**config.mk**
```make
export PLATFORM = sky130hd
export DESIGN_NAME = rr_bus_arbiter
export DESIGN_NICKNAME = d
export VERILOG_FILES = /design/src/rtl/rr_bus_arbiter.sv
export SDC_FILE = /design/constraint.sdc
export NUM_CORES = 1
export LEC_CHECK = 0
export BUFFER_PORTS_ARGS = -buffer_cell sky130_fd_sc_hd__buf_2
export CAP_MARGIN = 20
export CORE_UTILIZATION = 46
export CTS_CLUSTER_SIZE = 8
export DETAILED_ROUTE_END_ITERATION = 8
export PLACE_DENSITY = 0.67
export RECOVER_POWER = 50
export SETUP_SLACK_MARGIN = 0.3
export SYNTH_ARGS = -nofsm -noshare
export SYNTH_HDL_FRONTEND = slang
export SYNTH_SLANG_ARGS = --single-unit
```
**constraint.sdc**
```tcl
create_clock -name clk -period 3.6 [get_ports clk]
set_input_delay 0.72 -clock clk [delete_from_list [all_inputs] [get_ports clk]]
set_output_delay 0.72 -clock clk [all_outputs]
set_load 0.01 [all_outputs]
```
**src/rtl/rr_bus_arbiter.sv**
```systemverilog
// N-master round-robin bus arbiter with a registered one-hot grant and binary owner index.
// Optional tenure limit when ARB_HOLD_LIMIT_EN is defined (preempts after MAX_HOLD cycles if others wait).
module rr_bus_arbiter #(
  parameter int NUM_MASTERS = 4,
  parameter int MAX_HOLD    = 16,
  localparam int SEL_W      = $clog2(NUM_MASTERS)
) (
  input  logic                   clk,
  input  logic                   rst_n,
  input  logic [NUM_MASTERS-1:0] req,
  output logic [NUM_MASTERS-1:0] grant,
  output logic [SEL_W-1:0]       m_select,
  output logic                   bus_busy
);

  generate
    if (NUM_MASTERS < 2 || NUM_MASTERS > 16 || MAX_HOLD < 2) begin : g_bad_params
      $error("rr_bus_arbiter: NUM_MASTERS must be 2..16 and MAX_HOLD >= 2");
    end
  endgenerate

  typedef enum logic {
    ST_IDLE  = 1'b0,
    ST_OWNED = 1'b1
  } state_t;

  state_t           state, next_state;
  logic [SEL_W-1:0] owner, next_owner;
  logic [SEL_W-1:0] last_owner, next_last_owner;
  logic [NUM_MASTERS-1:0] owner_onehot;
  logic [NUM_MASTERS-1:0] other_req;

  // First set bit of r, searching upward from last+1 with wrap-around.
  function automatic logic [SEL_W-1:0] rr_pick(input logic [NUM_MASTERS-1:0] r,
                                               input logic [SEL_W-1:0] last);
    logic [SEL_W-1:0] res;
    logic             found;
    int               idx;
    res   = '0;
    found = 1'b0;
    for (int k = 1; k <= NUM_MASTERS; k++) begin
      idx = (int'(last) + k) % NUM_MASTERS;
      if (!found && r[idx]) begin
        res   = SEL_W'(idx);
        found = 1'b1;
      end
    end
    return res;
  endfunction

  assign owner_onehot = NUM_MASTERS'(1) << owner;
  assign other_req    = req & ~owner_onehot;

`ifdef ARB_HOLD_LIMIT_EN
  localparam int HOLD_W = $clog2(MAX_HOLD + 1);
  logic [HOLD_W-1:0] hold_cnt, next_hold_cnt;
  logic              hold_expired;

  assign hold_expired = (hold_cnt == HOLD_W'(MAX_HOLD - 1));
`else
  logic hold_expired;

  assign hold_expired = 1'b0;
`endif

  always_comb begin
    next_state      = state;
    next_owner      = owner;
    next_last_owner = last_owner;
    unique case (state)
      ST_IDLE: begin
        if (|req) begin
          next_state      = ST_OWNED;
          next_owner      = rr_pick(req, last_owner);
          next_last_owner = next_owner;
        end
      end
      ST_OWNED: begin
        // A release or an expired tenure both hand off to the next waiting master.
        if (!req[owner] || hold_expired) begin
          if (|other_req) begin
            next_owner      = rr_pick(other_req, owner);
            next_last_owner = next_owner;
          end else if (!req[owner]) begin
            next_state = ST_IDLE;
          end
        end
      end
      default: next_state = ST_IDLE;
    endcase
  end

`ifdef ARB_HOLD_LIMIT_EN
  always_comb begin
    next_hold_cnt = '0;
    if (state == ST_OWNED && next_state == ST_OWNED && next_owner == owner) begin
      next_hold_cnt = hold_expired ? hold_cnt : hold_cnt + HOLD_W'(1);
    end
  end

  always_ff @(posedge clk) begin
    if (!rst_n) hold_cnt <= '0;
    else        hold_cnt <= next_hold_cnt;
  end
`endif

  always_ff @(posedge clk) begin
    if (!rst_n) begin
      state      <= ST_IDLE;
      owner      <= '0;
      last_owner <= SEL_W'(NUM_MASTERS - 1);
      grant      <= '0;
      m_select   <= '0;
      bus_busy   <= 1'b0;
    end else begin
      state      <= next_state;
      owner      <= next_owner;
      last_owner <= next_last_owner;
      if (next_state == ST_OWNED) begin
        grant    <= NUM_MASTERS'(1) << next_owner;
        m_select <= next_owner;
        bus_busy <= 1'b1;
      end else begin
        grant    <= '0;
        m_select <= '0;
        bus_busy <= 1'b0;
      end
    end
  end

endmodule

```
**Word-level counts from Yosys, hierarchy flattened**

Cells that the tools add are included.
W data, S select, Z words.

- $add $sub $neg: 8
- $lt $le $gt $ge: 9
- Equal/unequal tests: 3
- Shifts and indexed selects: 2
- Mux-type cells: 68
- Bitwise gates (word level): 11
- Reductions and logical operators: 24

Operators with widths:

| cell | number |
|---|---|
| $mux W1 | 42 |
| $lt A3 B4 Y1 const B | 8 |
| $mux W2 | 14 |
| $bmux W1 S2 | 9 |
| $reduce_or A2 Y1 | 8 |
| $add A2 B1 Y2 const B | 4 |
| $add A2 B2 Y2 const B | 4 |
| $and A1 B1 Y1 const A | 8 |
| $pmux W2 S2 | 2 |
| $reduce_or A4 Y1 | 2 |
| $shl A1 B2 Y4 const A | 2 |
| $logic_and A1 B1 Y1 | 6 |
| $logic_not A1 Y1 | 6 |
| $and A4 B4 Y4 | 1 |
| $ne A2 B2 Y1 const B | 2 |
| $not A4 Y4 | 1 |
| $lt A2 B3 Y1 const B | 1 |
| $reduce_and A3 Y1 | 1 |
| $ne A2 B1 Y1 const B | 1 |
| $pmux W1 S2 | 1 |
| $reduce_and A2 Y1 | 1 |
| $not A1 Y1 | 1 |

- Register bits after elaboration: 12
- Output and inout port bits: 7

**Longest topological paths before layout**

Gate-level depths: netlist (run 1).

- Word-level depth: 29
- Gate-level depth with buffers: 9

**Least setup slack after synthesis (run 1)**

Ideal clock, no wire load.

- Path kind: register to register
- Start point: register owner[1]
- End point: register grant[3]
- Data arrival time: 2,442 ps
- Required time: 3,538 ps
- Path slack: 1,095 ps
- Cell stages (with the launch flop): 9
- Path through: dfxtp_1 -> clkbuf_1 -> inv_1 -> ha_1 -> or3b_1 -> o2111ai_1 -> nand4_1 -> a222oi_1 -> and4_1

- Longest elaborated chain between the ends: 29
- Elaborated cells between the ends (all ways): 53
- Those cells by class: add/sub (4); shift (2); mux (37); bitwise (2); reduce/logical (8)

Ends and longest elaborated chain:

| element | line | RTL |
|---|---|---|
| start: declaration | 28 | `logic [SEL_W-1:0] owner, next_owner;` |
| start signal: assignment | 117 | `owner <= next_owner;` |
| branches (longest 29 deep; another with $add A2 B1 Y2) | -- |  |
| end signal: assignment | 120 | `grant <= NUM_MASTERS'(1) << next_owner;` |
| end: declaration | 11 | `output logic [NUM_MASTERS-1:0] grant,` |

Several ways; the timed one is not identified. The select of a mux whose other input is x is not followed.
A chain may end at the register's enable or synchronous reset.

**Worst setup path after layout (run 1)**

Same ends and word-level chain as after synthesis.

==> impl_metrics.toml, run 1 <==
[status]
outcome = "complete, no violations"

[final_layout]
final_cell_mix = "sky130_fd_sc_hd__dfxtp_1, sky130_fd_sc_hd__clkbuf_1, sky130_fd_sc_hd__inv_1"
post_route_cells_drive_above_1_share_pct = 8.108
post_layout_nonfiller_instances = 135
multiInputGateArea_um2 = 548.0
layout_commonest_cell = "sky130_fd_sc_hd__dfxtp_1"
layout.filler_cells = 155
antenna-diode-count = 0
layout.area.seq_um2 = 220.2
design.final.nets = 122
area.growth.synth_to_final_pct = 9.285

[logic_synthesis]
netlist_area_um2 = 822.0
yosysWarnings = 0
synth_fp_nets = 109
synth_cells = 99
synth-main-ff-cell = "sky130_fd_sc_hd__dfxtp_1"
synth.distinct_cells = 41
synth_enable_flop_cells = 0
asyncSetResetFlopFracSynth_pct = 0
seq_area_frac_synth_pct = 26.79
post_synthesis_sequential_element_count = 11
synthesis.area_per_instance_um2 = 8.303

[clock_network]
number_of_buffers_created_by_cts = 3
cts_tree = "yes"
post-cts-setup-buffers = 0
clock_path_buffers = 2
cts_repair_resize_count = 0
insertion_delay_ns = 0.26
count_of_clock_tree_sinks = 11
clkSlewWorstSetupHoldPaths_ns = 0.06
ctsHtreeMaxLevel = 1
ctsRootBufferMaster = "sky130_fd_sc_hd__clkbuf_4"
cts-hold-fix-buffers = 0

[timing]
worst_clock_skew_ns = 0.002761
worst_pin_slew_ns = 0.6898
timing_max_transition_violations_final = 0
setup_repair_after_global_routing_missed_its_margin = "no"
setup_total_negative_slack_ns = 0
final-setup-viol-count = 0
report.final.hold_viol_count = 0
max_freq_mhz = 353.9
period_minus_slack_ns = 2.826
post-route-period-util_pct = 78.49
timing.slew.headroom_pct = 54.02

[global_routing]
initial_antenna_violation_count = 0
grt_remaining_overflow = 0
global_route.usage.total_pct = 20.59
grt_start_max_net_pins = 15
grt_pass1_vias = 650
grt_pass1_wl_um = 2967

[route]
detail_route.vias_per_cell = 6.037
routed-via-count = 815
detail_route.first_pass.iterations = 4
detail_route.drc_violations = 0
first_iter_violations = 21
post_drt_wl_per_cell_um = 13.37
route.antenna.remaining_nets = 0
total_routed_wirelength_um = 1805

[power]
cellLeakagePower_nw = 0.3827
vdd_drop_max_uv = 290.0
cellPowerDensity_nw_per_um2 = 445.9

[min_path]
whs_endpoint = "last_owner[1]"
timing.hold.worst.start = "last_owner[1]"
whs_path_depth = 2
holdCritPathClass = "reg -> reg"

[die]
die_height_um = 44.28
fp.coreArea_um2 = 1594
floorplan.io_pins = 13
die_x_um = 44.28
initial_utilization_pct = 51.57
floorplan.die_area_um2 = 1960
num_rows = 14

[critical_path]
regToRegSetupSlack_ns = 0.77
worstSetupStartpointType = "flop"
worst_setup_ep_type = "flop"
r2r_end = "grant[3]"
r2r_cells = 7
critPathRequiredTime_ns = 3.81
path_class = "reg -> reg"
critical_path.reg2reg.startpoint = "owner[1]"
cp-startpoint = "owner[1]"
cp.arrival_ns = 3.03
path_max_fanout = 14

[placed_design]
routabilityCongestion = 0.9153
numPlacedInstances = 131
count_of_buffers_from_port_buffering = 12
dp_hpwl_um = 1330

[job]
max_cap_viol_count = 0
-- sequential cells by signal, indices dropped and copies added (netlist names) --
name / flops
m_select: 2
grant: 4
bus_busy: 1
owner: 2
last_owner: 2
-- layout make-up --
cell class,count,area share [%]
Clock buffer,4,2.925
Timing Repair Buffer,12,5.710
Multi-Input combinational cell,78,61.00
Sequential cell,11,24.51
Inverter,6,2.507
Tap cell,24,3.343
-- critical path: stages (launching register included) --
cell and delay (ns):
sky130_fd_sc_hd__dfxtp_1 0.61, sky130_fd_sc_hd__inv_1 0.18, sky130_fd_sc_hd__ha_1 0.38, sky130_fd_sc_hd__or3b_1 0.40
sky130_fd_sc_hd__o2111ai_1 0.09, sky130_fd_sc_hd__nand4_1 0.13, sky130_fd_sc_hd__a222oi_1 0.67, sky130_fd_sc_hd__and4_1 0.29
-- worst max-delay path by stage --
| stage | slack (ns) | to |
|---|---|---|
| 2_1_floorplan | 1.10 | grant[3] |
| 3_3_place_gp | 0.85 | grant[3] |
| 3_5_place_dp | 0.79 | grant[3] |
| 4_1_cts | 0.78 | grant[3] |
| 5_1_grt | 0.55 | grant[3] |
| 6_report | 0.77 | grant[3] |
-- metrics by stage --
step	worst slack [ns]	total power [mW]	hold WS [ns]	utilization (%)	area [um^2]
floorplan	1.095	0.2877	0.5546	-	822.0
global placement	0.8495	0.3239	0.6053	55.73	888.4
detailed placement	0.7880	0.3261	0.5993	55.73	888.4
CTS	0.7774	0.4077	0.6109	57.38	914.6
global route	0.5463	0.4358	0.6614	56.36	898.4
finish	0.7745	0.4006	0.6112	56.36	898.4
-- report_power, final --
group	leakage (nW)	internal, mW	switching, mW
Combinational	0.277	0.0681	0.0902
Sequential	0.0910	0.141	0.0221
Clock	0.0150	0.0428	0.0368
-- synth_stat cells, types with 2 or more instances --
master                      n  area share (%)
sky130_fd_sc_hd__nor2b_1    2             1.5
sky130_fd_sc_hd__or3_1      2             1.5
sky130_fd_sc_hd__dfxtp_1   11              27
sky130_fd_sc_hd__nand2b_1   5             3.8
sky130_fd_sc_hd__o22ai_1    2             1.5
sky130_fd_sc_hd__and2_1     3             2.3
sky130_fd_sc_hd__o21ai_1    3             1.8
sky130_fd_sc_hd__nor3b_1    2             1.8
sky130_fd_sc_hd__nand2_1    4             1.8
sky130_fd_sc_hd__nand4_1    3             2.3
sky130_fd_sc_hd__mux2i_1    2             2.4
sky130_fd_sc_hd__a21bo_1    2             2.4
sky130_fd_sc_hd__and3b_1    2             2.1
sky130_fd_sc_hd__o221ai_1   3             3.2
sky130_fd_sc_hd__inv_1      6             2.7
sky130_fd_sc_hd__clkbuf_1   2            0.91
sky130_fd_sc_hd__ha_1       4             6.1
sky130_fd_sc_hd__and3_1     2             1.5
sky130_fd_sc_hd__a211oi_1   2             1.8
sky130_fd_sc_hd__o21ai_0    5             3.0
sky130_fd_sc_hd__nand3_1    5             3.0
sky130_fd_sc_hd__a21oi_1    5             3.0
sky130_fd_sc_hd__nor2_1     4             1.8
-- metal layers --
| metal | vias up | wire (um) | global-route usage (%) |
|---|---|---|---|
| li1 | 405 | - | - |
| met1 | 372 | 876 | 30.75 |
| met2 | 34 | 796 | 27.65 |
| met3 | 4 | 127 | 8.163 |
| met4 | 0 | 6 | 4.242 |
| met5 | - | 0 | 0 |
-- cells by family after synthesis --
logic type	share of synthesized area, %
buffers and inverters	5.631
multiplexers	5.175
AO/OA/AOI/OAI	26.48
flip-flops	26.79
AND/OR/NAND/NOR	29.83
adder cells (fa/ha/maj)	6.089
No activity file was read; power rests on OpenSTA's default activity.
==> run 2, diff against run 1 <==
clock period = 2.65 ns   (was 3.6 ns; I/O delays follow)
==> impl_metrics.toml, run 2 (synthesis results as in run 1) <==
[die]
die_height_um = 44.28
die_x_um = 44.28
num_rows = 14
floorplan.die_area_um2 = 1960
fp.coreArea_um2 = 1594
floorplan.io_pins = 13
initial_utilization_pct = 51.57

[power]
power.combinational.fraction_pct = 45.0
intPower_mw = 0.3650
p_seq_share_pct = 36.4
cellPowerDensity_nw_per_um2 = 601.7
vdd_drop_max_uv = 349.1
power_spent_charging_and_discharging_nets_mw = 0.2064
cellLeakagePower_nw = 0.4048
p_clk_share_pct = 18.7
switching_power_as_a_share_of_total_power_pct = 36.12

[critical_path]
worst_setup_ep_type = "flop"
slowest_delay_ns = 0.45
cp.arrival_ns = 2.48
timing.critical_path.slowest_stage_cell = "sky130_fd_sc_hd__a41oi_1"
path_class = "reg -> reg"
critical_path.cell_chain = "buf_4 > ha_1 > or2b_1 > a41oi_1 > o22ai_1 > a222oi_1 > buf_4 > and4_1"
critPathRequiredTime_ns = 2.86
crit_buf_inv = 2
r2r_cells = 8
critPathMostFrequentCell = "sky130_fd_sc_hd__buf_4"
worstSetupStartpointType = "flop"
path_max_fanout = 6
critical_path_depth = 8
cpLargestDelayFamily = "compound AO/OA/AOI/OAI gates"

[final_layout]
largest_register_ff_count = 4
top_register = "grant"
post_layout_nonfiller_instances = 139
layout.filler_cells = 149
post_route_cells_drive_above_1_share_pct = 14.78
design.final.nets = 126
final_cell_mix = "sky130_fd_sc_hd__dfxtp_1, sky130_fd_sc_hd__clkbuf_1, sky130_fd_sc_hd__inv_1"
post-route-util_pct = 59.58
stdcell_area_um2 = 949.7
antenna-diode-count = 0
layout_commonest_cell = "sky130_fd_sc_hd__dfxtp_1"
area.growth.synth_to_final_pct = 15.53

[timing]
post_route_hold_slack_ns = 0.4895
post-route-period-util_pct = 85.70
timing.slew.headroom_pct = 68.55
final-setup-viol-count = 0
setup_repair_after_global_routing_missed_its_margin = "no"
timing_max_transition_violations_final = 0
max_freq_mhz = 440.3
worst_pin_slew_ns = 0.4656
setup_total_negative_slack_ns = 0
period_minus_slack_ns = 2.271
worst_clock_skew_ns = 0.0004161
report.final.hold_viol_count = 0

[route]
post_drt_wl_per_cell_um = 12.73
first_iter_violations = 36
routed-via-count = 800
detail_route.vias_per_cell = 5.755
route.antenna.remaining_nets = 0
total_routed_wirelength_um = 1770
detail_route.first_pass.iterations = 4
detail_route.drc_violations = 0

[global_routing]
grt_pass1_vias = 701
grt_pass1_wl_um = 3063
grt_start_max_net_pins = 15
grt_remaining_overflow = 0
initial_antenna_violation_count = 0
global_route.usage.total_pct = 20.75

[clock_network]
count_of_clock_tree_sinks = 11
clkSlewWorstSetupHoldPaths_ns = 0.06
ctsRootBufferMaster = "sky130_fd_sc_hd__clkbuf_4"
ctsHtreeMaxLevel = 1
number_of_buffers_created_by_cts = 3
insertion_delay_ns = 0.26
cts_tree = "yes"
cts-hold-fix-buffers = 0
clock_path_buffers = 2

[placed_design]
dp_hpwl_um = 1309
routabilityCongestion = 0.8876
count_of_buffers_from_port_buffering = 12
placed_cell_area_um2 = 904.6
numPlacedInstances = 133

[status]
outcome = "complete, no violations"

[job]
max_cap_viol_count = 0

[min_path]
holdCritPathClass = "in -> reg"
whs_path_depth = 2
==> run 2: power groups by stage <==
| stage | Sequential [mW] | Clock, mW | Combinational (mW) |
|---|---|---|---|
| floorplan | 0.218 | 0 | 0.177 |
| global placement | 0.215 | 0 | 0.235 |
| detailed placement | 0.216 | 0 | 0.237 |
| CTS | 0.213 | 0.112 | 0.239 |
| global route | 0.211 | 0.125 | 0.286 |
| finish | 0.208 | 0.107 | 0.257 |
==> run 2: what timing repair did <==
item,4_1_cts,5_1_grt
setup buffers,0,2
pin swaps,0,1
gates cloned,0,0
resized for setup,1,3
setup endpoints to repair,2,6
endpoints found under the hold margin,0,0
==> run 2: area by class of cell <==
class	instances	area, um^2	share of cell area, %
Multi-Input combinational cell	78	565.5	59.55
Inverter	6	22.52	2.372
Timing Repair Buffer	16	81.33	8.564
Clock buffer	4	26.28	2.767
Tap cell	24	30.03	3.162
Sequential cell	11	224.0	23.58
==> run 2: per-stage QoR <==
| stage | worst slack (ns) | total power [mW] |
|---|---|---|
| 4_1_cts | 0.3560 | 0.5636 |
| 6_report | 0.3788 | 0.5714 |
| 3_5_place_dp | 0.2882 | 0.4536 |
| 5_1_grt | 0.2412 | 0.6214 |
| 2_1_floorplan | 0.3320 | 0.3957 |
| 3_3_place_gp | 0.3662 | 0.4505 |
==> run 2: worst paths after layout <==
check | startpoint | to | slack (ns)
hold reg to reg | last_owner[1] | last_owner[1] | 0.62
setup reg to reg | owner[1] | grant[3] | 0.38
hold / removal | rst_n | last_owner[1] | 0.49
setup / recovery | owner[1] | grant[3] | 0.38
==> run 2: metal layers <==
metal	global-route usage, %	up-vias	wire length, um
met3	7.347	0	97
met1	28.28	366	897
li1	-	411	-
met2	32.94	23	775
met4	1.818	0	0
met5	0	-	0
==> run 3, diff against run 2 <==
clock period = 2.5 ns   (was 2.65 ns; I/O delays follow)
==> impl_metrics.toml, run 3 (synthesis results as in run 1) <==
[route]
detail_route.first_pass.iterations = 4
first_iter_violations = 30
route.antenna.remaining_nets = 0
post_drt_wl_per_cell_um = 14.56
detail_route.vias_per_cell = 5.964
routed-via-count = 835
detail_route.drc_violations = 0
total_routed_wirelength_um = 2039

[critical_path]
regToRegSetupSlack_ns = 0.31
worstSetupStartpointType = "flop"
path_class = "reg -> reg"
worst_setup_ep_type = "flop"
path_max_fanout = 10
cp.arrival_ns = 2.40
slowest_delay_ns = 0.38
timing.critical_path.slowest_stage_cell = "sky130_fd_sc_hd__dfxtp_4"
crit_buf_inv = 2
critical_path.cell_chain = "inv_1 > ha_1 > nand2b_1 > a41oi_2 > and2_1 > a222oi_1 > buf_4 > and4_1"
critical_path.reg2reg.startpoint = "owner[1]"
cpLargestDelayFamily = "simple AND/OR/NAND/NOR gates"
critPathRequiredTime_ns = 2.72
r2r_cells = 8
r2r_end = "grant[3]"

[timing]
postLayoutSetupSlackWorst_ns = 0.3129
final-setup-viol-count = 0
worst_pin_slew_ns = 0.3893
period_minus_slack_ns = 2.187
setup_repair_after_global_routing_missed_its_margin = "no"
timing_max_transition_violations_final = 0
post-route-period-util_pct = 87.48
max_freq_mhz = 457.2
timing.slew.headroom_pct = 74.05
post_route_hold_slack_ns = 0.4505
report.final.hold_viol_count = 0
setup_total_negative_slack_ns = 0
worst_clock_skew_ns = 0.008251

[die]
floorplan.io_pins = 13
floorplan.die_area_um2 = 1960
die_x_um = 44.28
initial_utilization_pct = 51.57
num_rows = 14
die_height_um = 44.28
fp.coreArea_um2 = 1594

[clock_network]
count_of_clock_tree_sinks = 11
cts-hold-fix-buffers = 0
clock_path_buffers = 2
ctsHtreeMaxLevel = 1
ctsRootBufferMaster = "sky130_fd_sc_hd__clkbuf_4"
number_of_buffers_created_by_cts = 3
insertion_delay_ns = 0.27
clkSlewWorstSetupHoldPaths_ns = 0.07
cts_tree = "yes"

[placed_design]
count_of_buffers_from_port_buffering = 12
dp_hpwl_um = 1424
dp_slack_ns = 0.3018
numPlacedInstances = 132
placed_cell_area_um2 = 910.9
routabilityCongestion = 0.8943

[power]
vdd_drop_max_uv = 394.7
cellLeakagePower_nw = 0.4098
cellPowerDensity_nw_per_um2 = 649.7

[final_layout]
layout_commonest_cell = "sky130_fd_sc_hd__dfxtp_1"
stdcell_area_um2 = 963.4
multiInputGateArea_um2 = 570.5
layout.area.seq_um2 = 227.7
antenna-diode-count = 0
top_register = "grant"
final_cell_mix = "sky130_fd_sc_hd__dfxtp_1, sky130_fd_sc_hd__clkbuf_1"
area.growth.synth_to_final_pct = 17.20
layout.filler_cells = 150
post_layout_nonfiller_instances = 140
design.final.nets = 127
post_route_cells_drive_above_1_share_pct = 17.24
largest_register_ff_count = 4

[job]
max_cap_viol_count = 0

[global_routing]
grt_remaining_overflow = 0
grt_pass1_vias = 708
global_route.usage.total_pct = 22.17
grt_pass1_wl_um = 3153
initial_antenna_violation_count = 0
grt_start_max_net_pins = 15

[min_path]
whs_path_depth = 2
whs_endpoint = "last_owner[1]"
holdCritPathClass = "in -> reg"
timing.hold.worst.start = "rst_n"

[status]
outcome = "complete, no violations"
==> run 3: cell types whose count changed in the layout (fill, tap and decap cells not counted) <==
cell | previous run | this run
sky130_fd_sc_hd__dfxtp_1 | 10 | 9
sky130_fd_sc_hd__nand2b_1 | 3 | 4
sky130_fd_sc_hd__nand2b_2 | 2 | 1
sky130_fd_sc_hd__dfxtp_4 | 1 | 2
sky130_fd_sc_hd__inv_2 | 0 | 1
sky130_fd_sc_hd__inv_1 | 6 | 5
sky130_fd_sc_hd__a41oi_2 | 0 | 1
sky130_fd_sc_hd__a41oi_1 | 1 | 0
sky130_fd_sc_hd__clkbuf_2 | 0 | 1
==> run 3: how the worst max path moves through the flow <==
stage          startpoint        to  slack (ns)  depth (start not counted)
3_3_place_gp       req[3]  grant[2]        0.26                          7
2_1_floorplan      req[3]  grant[3]        0.30                          6
5_1_grt          owner[1]  grant[3]        0.18                          8
3_5_place_dp       req[3]  grant[2]        0.30                          7
4_1_cts          owner[0]  grant[3]        0.36                          8
6_report         owner[1]  grant[3]        0.31                          8
==> run 3: timing repair <==
item	4_1_cts	5_1_grt
gates resized for setup	2	2
cloned	0	0
buffers inserted	0	4
pin swaps	1	2
setup endpoints to repair	2	7
==> run 3: where the power goes <==
| part | total (mW) | switching, mW | internal (mW) |
|---|---|---|---|
| Combinational | 0.278 | 0.151 | 0.127 |
| Sequential | 0.231 | 0.0264 | 0.204 |
| Clock | 0.117 | 0.0557 | 0.0617 |
==> run 3: metrics by stage <==
| step | power [mW] | utilization (%) |
|---|---|---|
| floorplan | 0.4304 | - |
| global placement | 0.4867 | 57.14 |
| detailed placement | 0.4917 | 57.14 |
| CTS | 0.6107 | 59.11 |
| global route | 0.6726 | 60.44 |
| finish | 0.6260 | 60.44 |
==> run 3: worst register-to-register path: cells and delay by family, from the launching register on <==
family / cells / cell delay [ns]
AO/OA/AOI/OAI: 2 / 0.55
adder cells (fa/ha/maj): 1 / 0.19
buffers and inverters: 2 / 0.34
flip-flops: 1 / 0.38
AND/OR/NAND/NOR: 3 / 0.68
==> run 3: metal layers <==
| layer | GRT usage [%] | vias up | routed length (um) |
|---|---|---|---|
| met5 | 0 | - | 0 |
| met4 | 3.636 | 0 | 17 |
| met3 | 7.347 | 4 | 143 |
| met2 | 33.24 | 34 | 946 |
| met1 | 31.49 | 384 | 931 |
| li1 | - | 413 | - |
==> run 3: cell type report <==
type,count,area share (%)
Multi-Input combinational cell,78,59.22
Sequential cell,11,23.64
Tap cell,24,3.117
Clock buffer,4,2.727
Inverter,6,2.338
Timing Repair Buffer,17,8.961
